**src/rtl/imem_arb_pkg.sv**
```systemverilog
// Shared types and constants for the instruction-memory arbiter.
// Contents: owner encoding, NOP word, starve counter width, address check helper.
package imem_arb_pkg;

    localparam int unsigned STARVE_CNT_W = 4;
    localparam logic [31:0] NOP_INST     = 32'h0000_0000;

    typedef enum logic [1:0] {
        OWN_NONE = 2'd0,
        OWN_IF   = 2'd1,
        OWN_DBG  = 2'd2
    } owner_e;

    // Misaligned, or any bit at or above addr_width set.
    function automatic logic addr_bad(input logic [31:0] addr, input int unsigned addr_width);
        return (addr[1:0] != 2'b00) || ((addr >> addr_width) != 32'd0);
    endfunction

endpackage

```
**src/rtl/imem_arb_starve_ctr.sv**
```systemverilog
// Saturating count of IF grants made while DBG waits.
// Ports: clk, reset (async, active-low), clr, inc -> hit_c (count reached STARVE_LIMIT).
module imem_arb_starve_ctr
    import imem_arb_pkg::*;
#(
    parameter int unsigned STARVE_LIMIT = 4
) (
    input  logic clk,
    input  logic reset,
    input  logic clr,
    input  logic inc,
    output logic hit_c
);

    logic [STARVE_CNT_W-1:0] cnt;

    // Clear wins over increment; saturate at all-ones.
    always_ff @(posedge clk or negedge reset) begin
        if (!reset) begin
            cnt <= '0;
        end else if (clr) begin
            cnt <= '0;
        end else if (inc && (cnt != '1)) begin
            cnt <= cnt + STARVE_CNT_W'(1);
        end
    end

    assign hit_c = (cnt >= STARVE_CNT_W'(STARVE_LIMIT));

endmodule

```
**src/rtl/imem_arbiter.sv**
```systemverilog
// Arbitrates the single combinational instruction memory port between fetch (IF)
// and debug (DBG). One-cycle response latency, IF priority with a DBG starvation guard.
// Ports: clk, reset (async, active-low); IF and DBG request/response channels;
// mem_addr/mem_inst memory port. Optional IMEM_ARB_STATS_EN adds if_grant_cnt and
// dbg_grant_cnt accept counters.
module imem_arbiter
    import imem_arb_pkg::*;
#(
    parameter int unsigned ADDR_WIDTH   = 10,
    parameter int unsigned STARVE_LIMIT = 4
) (
    input  logic        clk,
    input  logic        reset,
    input  logic        if_req_valid,
    output logic        if_req_ready,
    input  logic [31:0] if_addr,
    output logic        if_resp_valid,
    output logic [31:0] if_resp_inst,
    output logic        if_resp_err,
    input  logic        dbg_req_valid,
    output logic        dbg_req_ready,
    input  logic [31:0] dbg_addr,
    output logic        dbg_resp_valid,
    output logic [31:0] dbg_resp_inst,
    output logic        dbg_resp_err,
`ifdef IMEM_ARB_STATS_EN
    output logic [15:0] if_grant_cnt,
    output logic [15:0] dbg_grant_cnt,
`endif
    output logic [31:0] mem_addr,
    input  logic [31:0] mem_inst
);

    owner_e      owner_q, owner_d;
    logic        starve_hit;
    logic        if_win, dbg_win, any_grant, grant_bad;
    logic [31:0] grant_addr;
    logic [31:0] last_addr_q;
    logic [31:0] inst_q;
    logic        err_q;

    imem_arb_starve_ctr #(
        .STARVE_LIMIT(STARVE_LIMIT)
    ) u_starve (
        .clk   (clk),
        .reset (reset),
        .clr   (dbg_win || !dbg_req_valid),
        .inc   (if_win && dbg_req_valid),
        .hit_c (starve_hit)
    );

    // IF wins a contested cycle unless DBG has waited STARVE_LIMIT grants.
    always_comb begin
        if_win     = if_req_valid && !(dbg_req_valid && starve_hit);
        dbg_win    = dbg_req_valid && !if_win;
        any_grant  = if_win || dbg_win;
        grant_addr = dbg_win ? dbg_addr : if_addr;
        grant_bad  = addr_bad(grant_addr, ADDR_WIDTH);
    end

    assign if_req_ready  = if_win;
    assign dbg_req_ready = dbg_win;
    // Idle cycles replay the last address so the memory input stays quiet.
    assign mem_addr      = any_grant ? grant_addr : last_addr_q;

    // Owner state register.
    always_ff @(posedge clk or negedge reset) begin
        if (!reset) owner_q <= OWN_NONE;
        else        owner_q <= owner_d;
    end

    // Owner next state: whoever was granted this cycle.
    always_comb begin
        owner_d = OWN_NONE;
        if (if_win)       owner_d = OWN_IF;
        else if (dbg_win) owner_d = OWN_DBG;
    end

    // Response capture; bad addresses return NOP with err.
    always_ff @(posedge clk or negedge reset) begin
        if (!reset) begin
            inst_q      <= NOP_INST;
            err_q       <= 1'b0;
            last_addr_q <= '0;
        end else if (any_grant) begin
            inst_q      <= grant_bad ? NOP_INST : mem_inst;
            err_q       <= grant_bad;
            last_addr_q <= grant_addr;
        end
    end

    always_comb begin
        if_resp_valid  = (owner_q == OWN_IF);
        dbg_resp_valid = (owner_q == OWN_DBG);
        if_resp_inst   = if_resp_valid  ? inst_q : NOP_INST;
        dbg_resp_inst  = dbg_resp_valid ? inst_q : NOP_INST;
        if_resp_err    = if_resp_valid  && err_q;
        dbg_resp_err   = dbg_resp_valid && err_q;
    end

`ifdef IMEM_ARB_STATS_EN
    // Accept counters, free-running with natural wrap.
    always_ff @(posedge clk or negedge reset) begin
        if (!reset) begin
            if_grant_cnt  <= '0;
            dbg_grant_cnt <= '0;
        end else begin
            if (if_win)  if_grant_cnt  <= if_grant_cnt + 16'd1;
            if (dbg_win) dbg_grant_cnt <= dbg_grant_cnt + 16'd1;
        end
    end
`endif

endmodule
```
**config.mk**
```make
export PLATFORM = sky130hd
export DESIGN_NAME = imem_arbiter
export DESIGN_NICKNAME = d
export VERILOG_FILES = /design/src/rtl/imem_arb_pkg.sv /design/src/rtl/imem_arb_starve_ctr.sv /design/src/rtl/imem_arbiter.sv
export SDC_FILE = /design/constraint.sdc
export NUM_CORES = 1
export LEC_CHECK = 0
export ABC_AREA = 1
export BUFFER_PORTS_ARGS = -buffer_cell sky130_fd_sc_hd__buf_2
export CAP_MARGIN = 20
export CORE_ASPECT_RATIO = 1.25
export CORE_UTILIZATION = 44
export DETAILED_ROUTE_END_ITERATION = 16
export HOLD_SLACK_MARGIN = 0.06
export PLACE_DENSITY = 0.8
export SETUP_SLACK_MARGIN = 0.4
export SLEW_MARGIN = 30
export SYNTH_ARGS = -nofsm -noshare
export SYNTH_HDL_FRONTEND = slang
export SYNTH_SLANG_ARGS = --single-unit
```
**constraint.sdc**
```tcl
create_clock -name clk -period 2.3 [get_ports clk]
set_input_delay 0.115 -clock clk [delete_from_list [all_inputs] [get_ports clk]]
set_output_delay 0.115 -clock clk [all_outputs]
set_load 0.01 [all_outputs]
```
Word-level counts from Yosys, hierarchy flattened
Cells that the tools add are included.

word-level totals
  word-level logic and storage cells = 35
  output and inout port bits = 102
  bits in registers = 71
  input bits = 100

operators by class
  reduce and logical (&&, ||, !) cells = 16
  mux-type cells = 9
  $lt $le $gt $ge = 1
  add/sub/neg operators = 1
  eq/ne operators = 3

operators with widths
  cell                 number
  $mux 32              5
  $reduce_bool 32->1   1
  $mux 4               2
  $logic_and 1x1->1    7
  $add 4x1->4 const B  1
  $ge 4x3->1 const B   1
  $mux 2               2
  $ne 4x4->1 const B   1
  $reduce_bool 2->1    2
  $logic_not 1->1      3
  $logic_or 1x1->1     3
  $eq 2x1->1 const B   1
  $eq 2x2->1 const B   1

Logic depth before layout (Yosys ltp)
Gate-level depths: netlist of the first run.

  word-level depth = 10
  mapped depth = 13
  depth with buffers taken out = 11

Cells and area by module
Synthesis of the first run repeated with hierarchy kept, for this count alone.

unflattened totals
  cell total of the unflattened synthesis = 533
  area total of the unflattened synthesis = 3,971.3 um^2

by module, submodules not included
  module               area each (um^2)  cells each  instances  seq. area each (um^2)
  imem_arbiter         3,744.8           503         1          1,676.6
  imem_arb_starve_ctr  226.5             30          1          100.1

Least setup slack after synthesis of the first run
Ideal clock, no wire load.

  path type = register to register
  start = register u_starve.cnt[2]
  end = register err_q
  library setup time = 0.117 ns
  period minus slack after synthesis = 1.663 ns
  stages on the path, launching flop included = 13
  setup slack = 0.637 ns
  data required time = 2.183 ns
  path buffers = 2
  data arrival time = 1.546 ns
  cells stage by stage = dfrtp_1 nor2_1 a21oi_2 buf_2 nand2_1 nand2_1 nor2_1 nand2_1 nor2_1 nand3_1 buf_2 nand2_1 nand2_1

on the way
  word-level cells in the longest chain between the ends = 9
  elaborated cells on any way between the ends = 11
  classes of those cells = order compare: 1; mux: 1; reduce/logical: 9

RTL lines
  element                                                         RTL line                   source
  from (decl)                                                     imem_arb_starve_ctr.sv:15  logic [STARVE_CNT_W-1:0] cnt;
  from (signal assigned)                                          imem_arb_starve_ctr.sv:24  cnt <= cnt + STARVE_CNT_W'(1);
  $ge 4x3->1 (*)                                                  imem_arb_starve_ctr.sv:28  assign hit_c = (cnt >= STARVE_CNT_W'(STARVE_LIMIT));
  $logic_and 1x1->1 (*)                                           imem_arbiter.sv:54         if_win = if_req_valid && !(dbg_req_valid && starve_hit);
  $logic_not 1->1 (*)                                             imem_arbiter.sv:54
  $logic_and 1x1->1 (*)                                           imem_arbiter.sv:54
  $logic_not 1->1                                                 imem_arbiter.sv:55         dbg_win = dbg_req_valid && !if_win;
  $logic_and 1x1->1                                               imem_arbiter.sv:55
  $mux 32                                                         imem_arbiter.sv:57         grant_addr = dbg_win ? dbg_addr : if_addr;
  $reduce_bool 32->1 / $reduce_bool 2->1 (equally long branches)  imem_arb_pkg.sv:16         return (addr[1:0] != 2'b00) || ((addr >> addr_width) != 32'd0);
  $logic_or 1x1->1                                                imem_arb_pkg.sv:16
  to (signal assigned)                                            imem_arbiter.sv:87         err_q <= grant_bad;
  to (decl)                                                       imem_arbiter.sv:40         logic err_q;

Mark *: on every way between the ends. The rest lies on a longest branch, timed or not.
A chain may end at the register's enable or synchronous reset.

Final worst setup path of the first run
  start = register u_starve.cnt[2]
  end = output mem_addr[0]

on the way
  word-level cells in the longest chain between the ends = 8
  elaborated cells on any way between the ends = 9
  classes of those cells = order compare: 1; mux: 2; reduce/logical: 6

RTL lines
  element                                             RTL line                                source
  $ge 4x3->1 (*)                                      imem_arb_starve_ctr.sv:28
  $logic_and 1x1->1 (*)                               imem_arbiter.sv:54
  $logic_not 1->1 (*)                                 imem_arbiter.sv:54
  $logic_and 1x1->1 (*)                               imem_arbiter.sv:54
  $logic_not 1->1                                     imem_arbiter.sv:55
  $logic_and 1x1->1                                   imem_arbiter.sv:55
  $mux 32 / $logic_or 1x1->1 (equally long branches)  imem_arbiter.sv:57, imem_arbiter.sv:56
  $mux 32 (*)                                         -
  to (decl)                                           imem_arbiter.sv:30                      output logic [31:0] mem_addr,

Marks and branches as above.

==> results by group, run 1 <==
Synth
  – Simple-gate portion of the synthesized area: 29.8%
  – Multiplexer area fraction after synthesis: 0%
  – Distinct cells, synth: 18
  – Synth warn: 0
  – Total nets after synthesis: 597
  – Compound-cell area share of the yosys netlist: 11.9%
  – Largest family of logic cells by synthesized area: simple AND/OR/NAND/NOR gates
  – Syn_area_per_cell: 7.15 µm²
  – Synth Area in XOR/XNOR: 0%
  – Post-synthesis sequential area ratio: 50.1%
  – Synth top area share: 50.1%
  – Synth area leader: dfrtp_1
  – Synth area leaders: dfrtp_1 50%, nand2_1 17%, nor2_1 12%, a31oi_1 4.2%, inv_1 4.2%
  – Mapped Cells: 496
  – Synth Area in Adders: 0.353%
  – Seq cells post-synth: 71
  – Post-Syn Area: 3550 µm²

CTS
  – Clock-pin slew on the worst setup and hold paths: 0.07 ns
  – CTS sink count: 71
  – CTS max path bufs: 2
  – Root Buffer: clkbuf_8
  – Clk_lat worst skew: 0.34 ns
  – TritonCTS Buffers: 9
  – H-tree lvl count: 3
  – CTS tree: done

Layout
  – Final #Nets: 838
  – # fillers: 618
  – Layout Utilization: 70.1%
  – Share of cells above drive strength 1: 34.5%
  – Antenna cells: 0
  – Finished Layout Cells: 837
  – Finished Cell Area: 5460 µm²
  – Area growth syn-to-layout: 54.0%

Worst setup path
  – CP required: 2.18 ns
  – Setup slack, reg-to-reg: 0.45 ns
  – Register-to-Register Path Depth: 11
  – Startpoint Class: flip-flop
  – Setup crit end: mem_addr[0]
  – CP arrival: 1.87 ns
  – Critical R2R Launch: u_starve.cnt[2]
  – Crit. End Element: primary output
  – Worst Setup SP: u_starve.cnt[2]
  – Kind of critical path: flip-flop to primary output
  – Crit-path max FO: 7
  – Reg-to-reg critical path endpoint: inst_q[12]

Global routing
  – Initial antenna violation count: 0
  – Gr usage total: 27.1%
  – Vias in the first global route: 3862
  – Grt total ovfl: 0
  – Largest net degree at the start of global routing: 57
  – First-pass GRT wire length: 17.1 mm

Timing
  – Period utilization: 86.1%
  – Fmax: 505 MHz
  – Setup Skew: 0.00813 ns
  – Final setup vio count: 0
  – Worst Tran Pin Value: 0.737 ns
  – Slew headroom: 50.8%
  – Unrepaired setup endpoints after global routing: yes
  – Final hold viol count: 0
  – TNS Setup: 0 ns
  – Minimum clock period: 1.98 ns
  – Worst setup margin: 0.320 ns
  – Final Hold Slack: 0.0698 ns
  – Slew Limit Fails: 0

Detailed routing
  – Via density: 5.15
  – Final ANT Viol Nets: 0
  – Initial DRC Count: 181
  – DRT Wirelength: 11.8 mm
  – Drt first pass iters: 5
  – Avg WL per Cell: 14.1 µm
  – Via count: 4308
  – Drt drc: 0

Floorplan
  – Chip height: 102 µm
  – Initial core utilization: 45.5%
  – Die Area: 8430 µm²
  – Die Wd: 82.3 µm
  – Core footprint: 7790 µm²
  – Placement Rows: 36
  – IO Pins: 202

Hold path
  – Worst Hold Class: input pin to flip-flop
  – Hold Startpoint: mem_inst[29]

Placement
  – Number of port buffers: 201
  – Post-DP HPWL: 7.45 mm
  – Gpl congestion: 0.808
  – Cells after DPL: 773
  – Place WS: 0.245 ns
  – Placed instance area: 4660 µm²

Power
  – P per Cell Area: 533 nW/µm²
  – Peak VDD IR: 0.366 mV
  – P_leak: 2.91 nW
  – Design Power: 2.91 mW

Run status
  – Status: completed

Run
  – Max-cap violations: 0
-- worst max-delay path: stages, from the launching register on --
cell and delay [ns]:
dfrtp_1 0.41, nor2_4 0.06, buf_12 0.14, a21oi_4 0.25, nand2_1 0.14, a31oi_1 0.32, buf_2 0.20
-- cell usage after synthesis, drive strengths merged --
cell type    n
dfrtp       71
o21bai       1
nand3       10
nor2       112
a31oi       24
ha           1
conb         1
inv         42
buf         11
nand2      156
clkbuf      17
o21ai       32
a21oi       18
-- repair_timing --
| item | in CTS | in global routing |
|---|---|---|
| gates cloned | 1 | 3 |
| buffers inserted | 0 | 3 |
| pin swaps | 1 | 5 |
| hold buffers | 40 | 1 |
| endpoints found under the setup margin | 96 | 95 |
| hold endpoints to repair | 62 | 1 |
| gates resized for setup | 4 | 29 |
-- metal layers --
metal  up-vias  wire, µm  global-route usage [%]
met1      1964      4280                    29.4
met4         0       537                    16.2
met5         -         0                       0
li1       2027         -                       -
met2       263      5980                    47.3
met3        54       998                    6.25
-- state kept, by name, indices dropped and copies added, names as in the netlist --
name and cells:
err_q 1, inst_q 32, last_addr_q 32, owner_q 2
u_starve.cnt 4
-- cell families (layout without fill, tap and decap cells) --
logic type / after synthesis / count (layout)
buffers and inverters: 70 / 313
other: 1 / 1
DFF: 71 / 71
adders and majority gates: 1 / 1
and+or+nand+nor: 278 / 278
AOI/OAI and AO/OA: 75 / 78
-- how the worst min path moves through the flow --
stage / cells after the start / to
floorplan: 0 / err_q
global placement: 1 / last_addr_q[20]
detailed placement: 1 / last_addr_q[20]
CTS: 3 / inst_q[1]
global route: 3 / inst_q[12]
finish: 3 / inst_q[29]
-- power breakdown --
part	switching (mW)	leakage (nW)	internal [mW]	total [mW]
clock network	0.445	0.0894	0.448	0.893
logic	0.388	1.92	0.280	0.668
registers	0.0236	0.902	1.33	1.35
total	0.856	2.91	2.06	2.91
-- area by class of cell --
type	instances	area (µm²)	area share [%]
Sequential cell	71	1780	32.5
Timing Repair inverter	1	7.51	0.137
Timing Repair Buffer	254	1560	28.5
Clock inverter	3	17.5	0.321
Tap cell	95	119	2.18
Multi-Input combinational cell	358	1660	30.5
Clock buffer	13	159	2.91
Inverter	42	161	2.96
-- placed cells by master (no fill, tap or decap), drive strengths merged, types with 2 or more instances in the layout --
master / netlist / final
buf: 11 / 213
clkbuf: 17 / 13
clkinvlp: 0 / 3
a31oi: 24 / 24
o21ai: 32 / 32
nand3: 10 / 10
nor2: 112 / 112
a21oi: 18 / 21
dfrtp: 71 / 71
dlygate4sd3: 0 / 41
inv: 42 / 41
nand2: 156 / 156
clkinv: 0 / 2
Power figures use the tool's default switching activity.
==> inputs of run 2 (changes only) <==
--- a/config.mk
+++ b/config.mk
@@ -10,6 +10,7 @@
 export CAP_MARGIN = 20
 export CORE_ASPECT_RATIO = 1.25
 export CORE_UTILIZATION = 44
+export CTS_BUF_LIST = sky130_fd_sc_hd__clkbuf_16
 export DETAILED_ROUTE_END_ITERATION = 16
 export HOLD_SLACK_MARGIN = 0.06
 export PLACE_DENSITY = 0.8
==> run 2 against run 1 <==
  * Power up 9.0%
  * Die area did not move
  * Final area is 0.11% higher
  * Via count shrank 2.0%
  * Non-clock buffer count fell by 8
  * Hold slack got worse by 0.0021 ns
  * Clock skew shrank 0.0034 ns
  * Utilization up 0.080 points
  * First-iteration DRC count fell by 8.3%
  * Sequential power about the same
  * Largest power group unchanged
  * Highest routed layer unchanged
==> results by group, run 2 (same netlist as run 1, synthesis figures left out) <==
Run status
  – Status: completed

Floorplan
  – IO Pins: 202 (unchanged)
  – Die Wd: 82.3 µm (unchanged)
  – Die Area: 8430 µm² (unchanged)
  – Initial core utilization: 45.5% (unchanged)
  – Chip height: 102 µm (unchanged)
  – Placement Rows: 36 (unchanged)
  – Core footprint: 7790 µm² (unchanged)

Detailed routing
  – DRT Wirelength: 11.6 mm (-1.3%)
  – Final ANT Viol Nets: 0 (unchanged)
  – Drt first pass iters: 5 (unchanged)
  – Drt drc: 0 (unchanged)
  – Via count: 4223 (-2.0%)
  – Initial DRC Count: 166 (-8.3%)
  – Avg WL per Cell: 14.0 µm (-0.33%)
  – Via density: 5.09 (-1.0%)

Timing
  – Setup Skew: 0.00469 ns (-0.00344 ns)
  – Final Hold Slack: 0.0677 ns (-0.00213 ns)
  – Final hold viol count: 0 (unchanged)
  – Fmax: 512 MHz (+1.3%)
  – Period utilization: 85.0% (-1.1 points)
  – Slew headroom: 50.2% (-0.60 points)
  – Worst Tran Pin Value: 0.747 ns (+0.00907 ns)
  – Final setup vio count: 0 (unchanged)
  – Minimum clock period: 1.95 ns (-0.0255 ns)
  – Unrepaired setup endpoints after global routing: yes
  – Slew Limit Fails: 0 (unchanged)

Global routing
  – Largest net degree at the start of global routing: 57 (unchanged)
  – Vias in the first global route: 3696 (-4.3%)
  – First-pass GRT wire length: 16.2 mm (-5.2%)
  – Initial antenna violation count: 0 (unchanged)
  – Grt total ovfl: 0 (unchanged)
  – Gr usage total: 25.7% (-1.4 points)

Power
  – Peak VDD IR: 0.397 mV (+8.5%)
  – Design Power: 3.18 mW (+9.0%)
  – P per Cell Area: 581 nW/µm² (+8.9%)
  – P_leak: 2.95 nW (+1.4%)

Worst setup path
  – CP dominant cell by count: nand2_1
  – Crit-path max FO: 25 (+18)
  – Worst Setup SP: u_starve.cnt[2]
  – Slowest cell on the critical path: dfrtp_1
  – Worst path top cell family by delay: simple AND/OR/NAND/NOR gates
  – Kind of critical path: flip-flop to flip-flop
  – Register-to-Register Path Depth: 12 (+1)
  – Reg-to-reg critical path endpoint: inst_q[28]
  – Worst path cell trace: inv_1 -> nand2_2 -> o21bai_4 -> buf_12 -> nand2_1 -> nand2_1 -> nor2_2 -> nand2_1 -> nor2_2 -> nand3_4 -> clkbuf_16 -> a21oi_1
  – CP arrival: 2.20 ns (+0.33 ns)
  – Slowest Stage Delay on Critical Path: 0.41 ns (about the same)
  – Critical R2R Launch: u_starve.cnt[2]
  – Crit. End Element: flip-flop
  – WP buf/inv: 3 (+1)
  – CP required: 2.54 ns (+0.36 ns)
  – Startpoint Class: flip-flop
  – Setup slack, reg-to-reg: 0.35 ns (-0.10 ns)

Layout
  – Most frequent cells in the layout: 201 x buf_2, 150 x nand2_1, 105 x nor2_1, 71 x dfrtp_1, 41 x inv_1
  – Antenna cells: 0 (unchanged)
  – Area growth syn-to-layout: 54.1%
  – Share of cells above drive strength 1: 35.4% (+0.92 points)
  – Biggest regs: inst_q x32, last_addr_q x32, u_starve.cnt x4
  – Multi-input logic area: 1640 µm² (-1.6%)
  – Sequential cell area: 1780 µm² (unchanged)
  – Commonest non-fill, non-tap cell in the layout: buf_2
  – Layout Utilization: 70.2% (+0.080 points)
  – # fillers: 620 (+0.32%)
  – Final #Nets: 830 (-0.95%)

Hold path
  – Worst Hold Class: input pin to flip-flop
  – Hold Startpoint: mem_inst[3]
  – Hold EP: inst_q[3]
  – Hold depth: 3 (unchanged)

CTS
  – Root Buffer: clkbuf_16
  – TritonCTS Buffers: 9 (unchanged)
  – Clk_lat worst skew: 0.33 ns (about the same)
  – CTS tree: done
  – CTS max path bufs: 2 (unchanged)
  – Clock-pin slew on the worst setup and hold paths: 0.05 ns (-0.02 ns)
  – CTS sink count: 71 (unchanged)
  – H-tree lvl count: 3 (unchanged)

Placement
  – Gpl congestion: 0.808 (unchanged)
  – Number of port buffers: 201 (unchanged)
  – Post-DP HPWL: 7.45 mm (unchanged)

Run
  – Max-cap violations: 0 (unchanged)
==> run 2: tightest hold or removal path: stages <==
cell and delay [ns]:
buf_2 0.10, nand2_1 0.06, o21ai_1 0.07
==> run 2: metrics by stage <==
stage               cells  cell area, µm²  TNS, ns  worst slack [ns]
finish                829            5470        0             0.345
global route          829            5470        0             0.218
CTS                   817            5220        0             0.278
detailed placement    773            4660        0             0.245
global placement      773            4650   -0.801           -0.0352
floorplan             496            3550        0             0.637
==> run 2: layout make-up <==
| cell class | count | area share (%) |
|---|---|---|
| sequential | 71 | 32.5 |
| multi-input combinational | 358 | 30.0 |
| timing repair buffer | 246 | 27.6 |
| clock buffer | 9 | 4.12 |
| inverter | 42 | 2.95 |
| tap | 95 | 2.17 |
| clock inverter | 7 | 0.595 |
| timing repair inverter | 1 | 0.137 |
==> run 2: worst max-delay path by stage <==
| stage | slack [ns] | cells after the start | end |
|---|---|---|---|
| 4_1_cts | 0.28 | 5 | mem_addr[16] |
| 5_1_grt | 0.22 | 12 | inst_q[15] |
| 3_3_place_gp | -0.04 | 10 | inst_q[30] |
| 6_report | 0.35 | 12 | inst_q[28] |
| 3_5_place_dp | 0.25 | 10 | inst_q[18] |
| 2_1_floorplan | 0.64 | 12 | err_q |
==> run 2: report_power, final <==
| group | leakage [nW] | switching, mW | internal (mW) | total [mW] |
|---|---|---|---|---|
| Clock | 0.133 | 0.479 | 0.709 | 1.19 |
| Combinational | 1.91 | 0.375 | 0.259 | 0.633 |
| Sequential | 0.902 | 0.0242 | 1.33 | 1.35 |
==> run 2: repair_timing <==
item	in CTS	in global routing
hold buffers	27	1
endpoints found under the setup margin	68	95
hold endpoints to repair	51	1
setup buffers	0	5
resized for setup	4	30
cloned	1	6
pin swaps	1	9
==> run 2: layer usage <==
| metal | up-vias | GRT usage (%) | wire length [µm] |
|---|---|---|---|
| li1 | 2020 | - | - |
| met1 | 1936 | 27.6 | 4260 |
| met2 | 227 | 44.8 | 6040 |
| met3 | 40 | 6.07 | 905 |
| met4 | 0 | 15.9 | 422 |
| met5 | - | 0 | 0 |
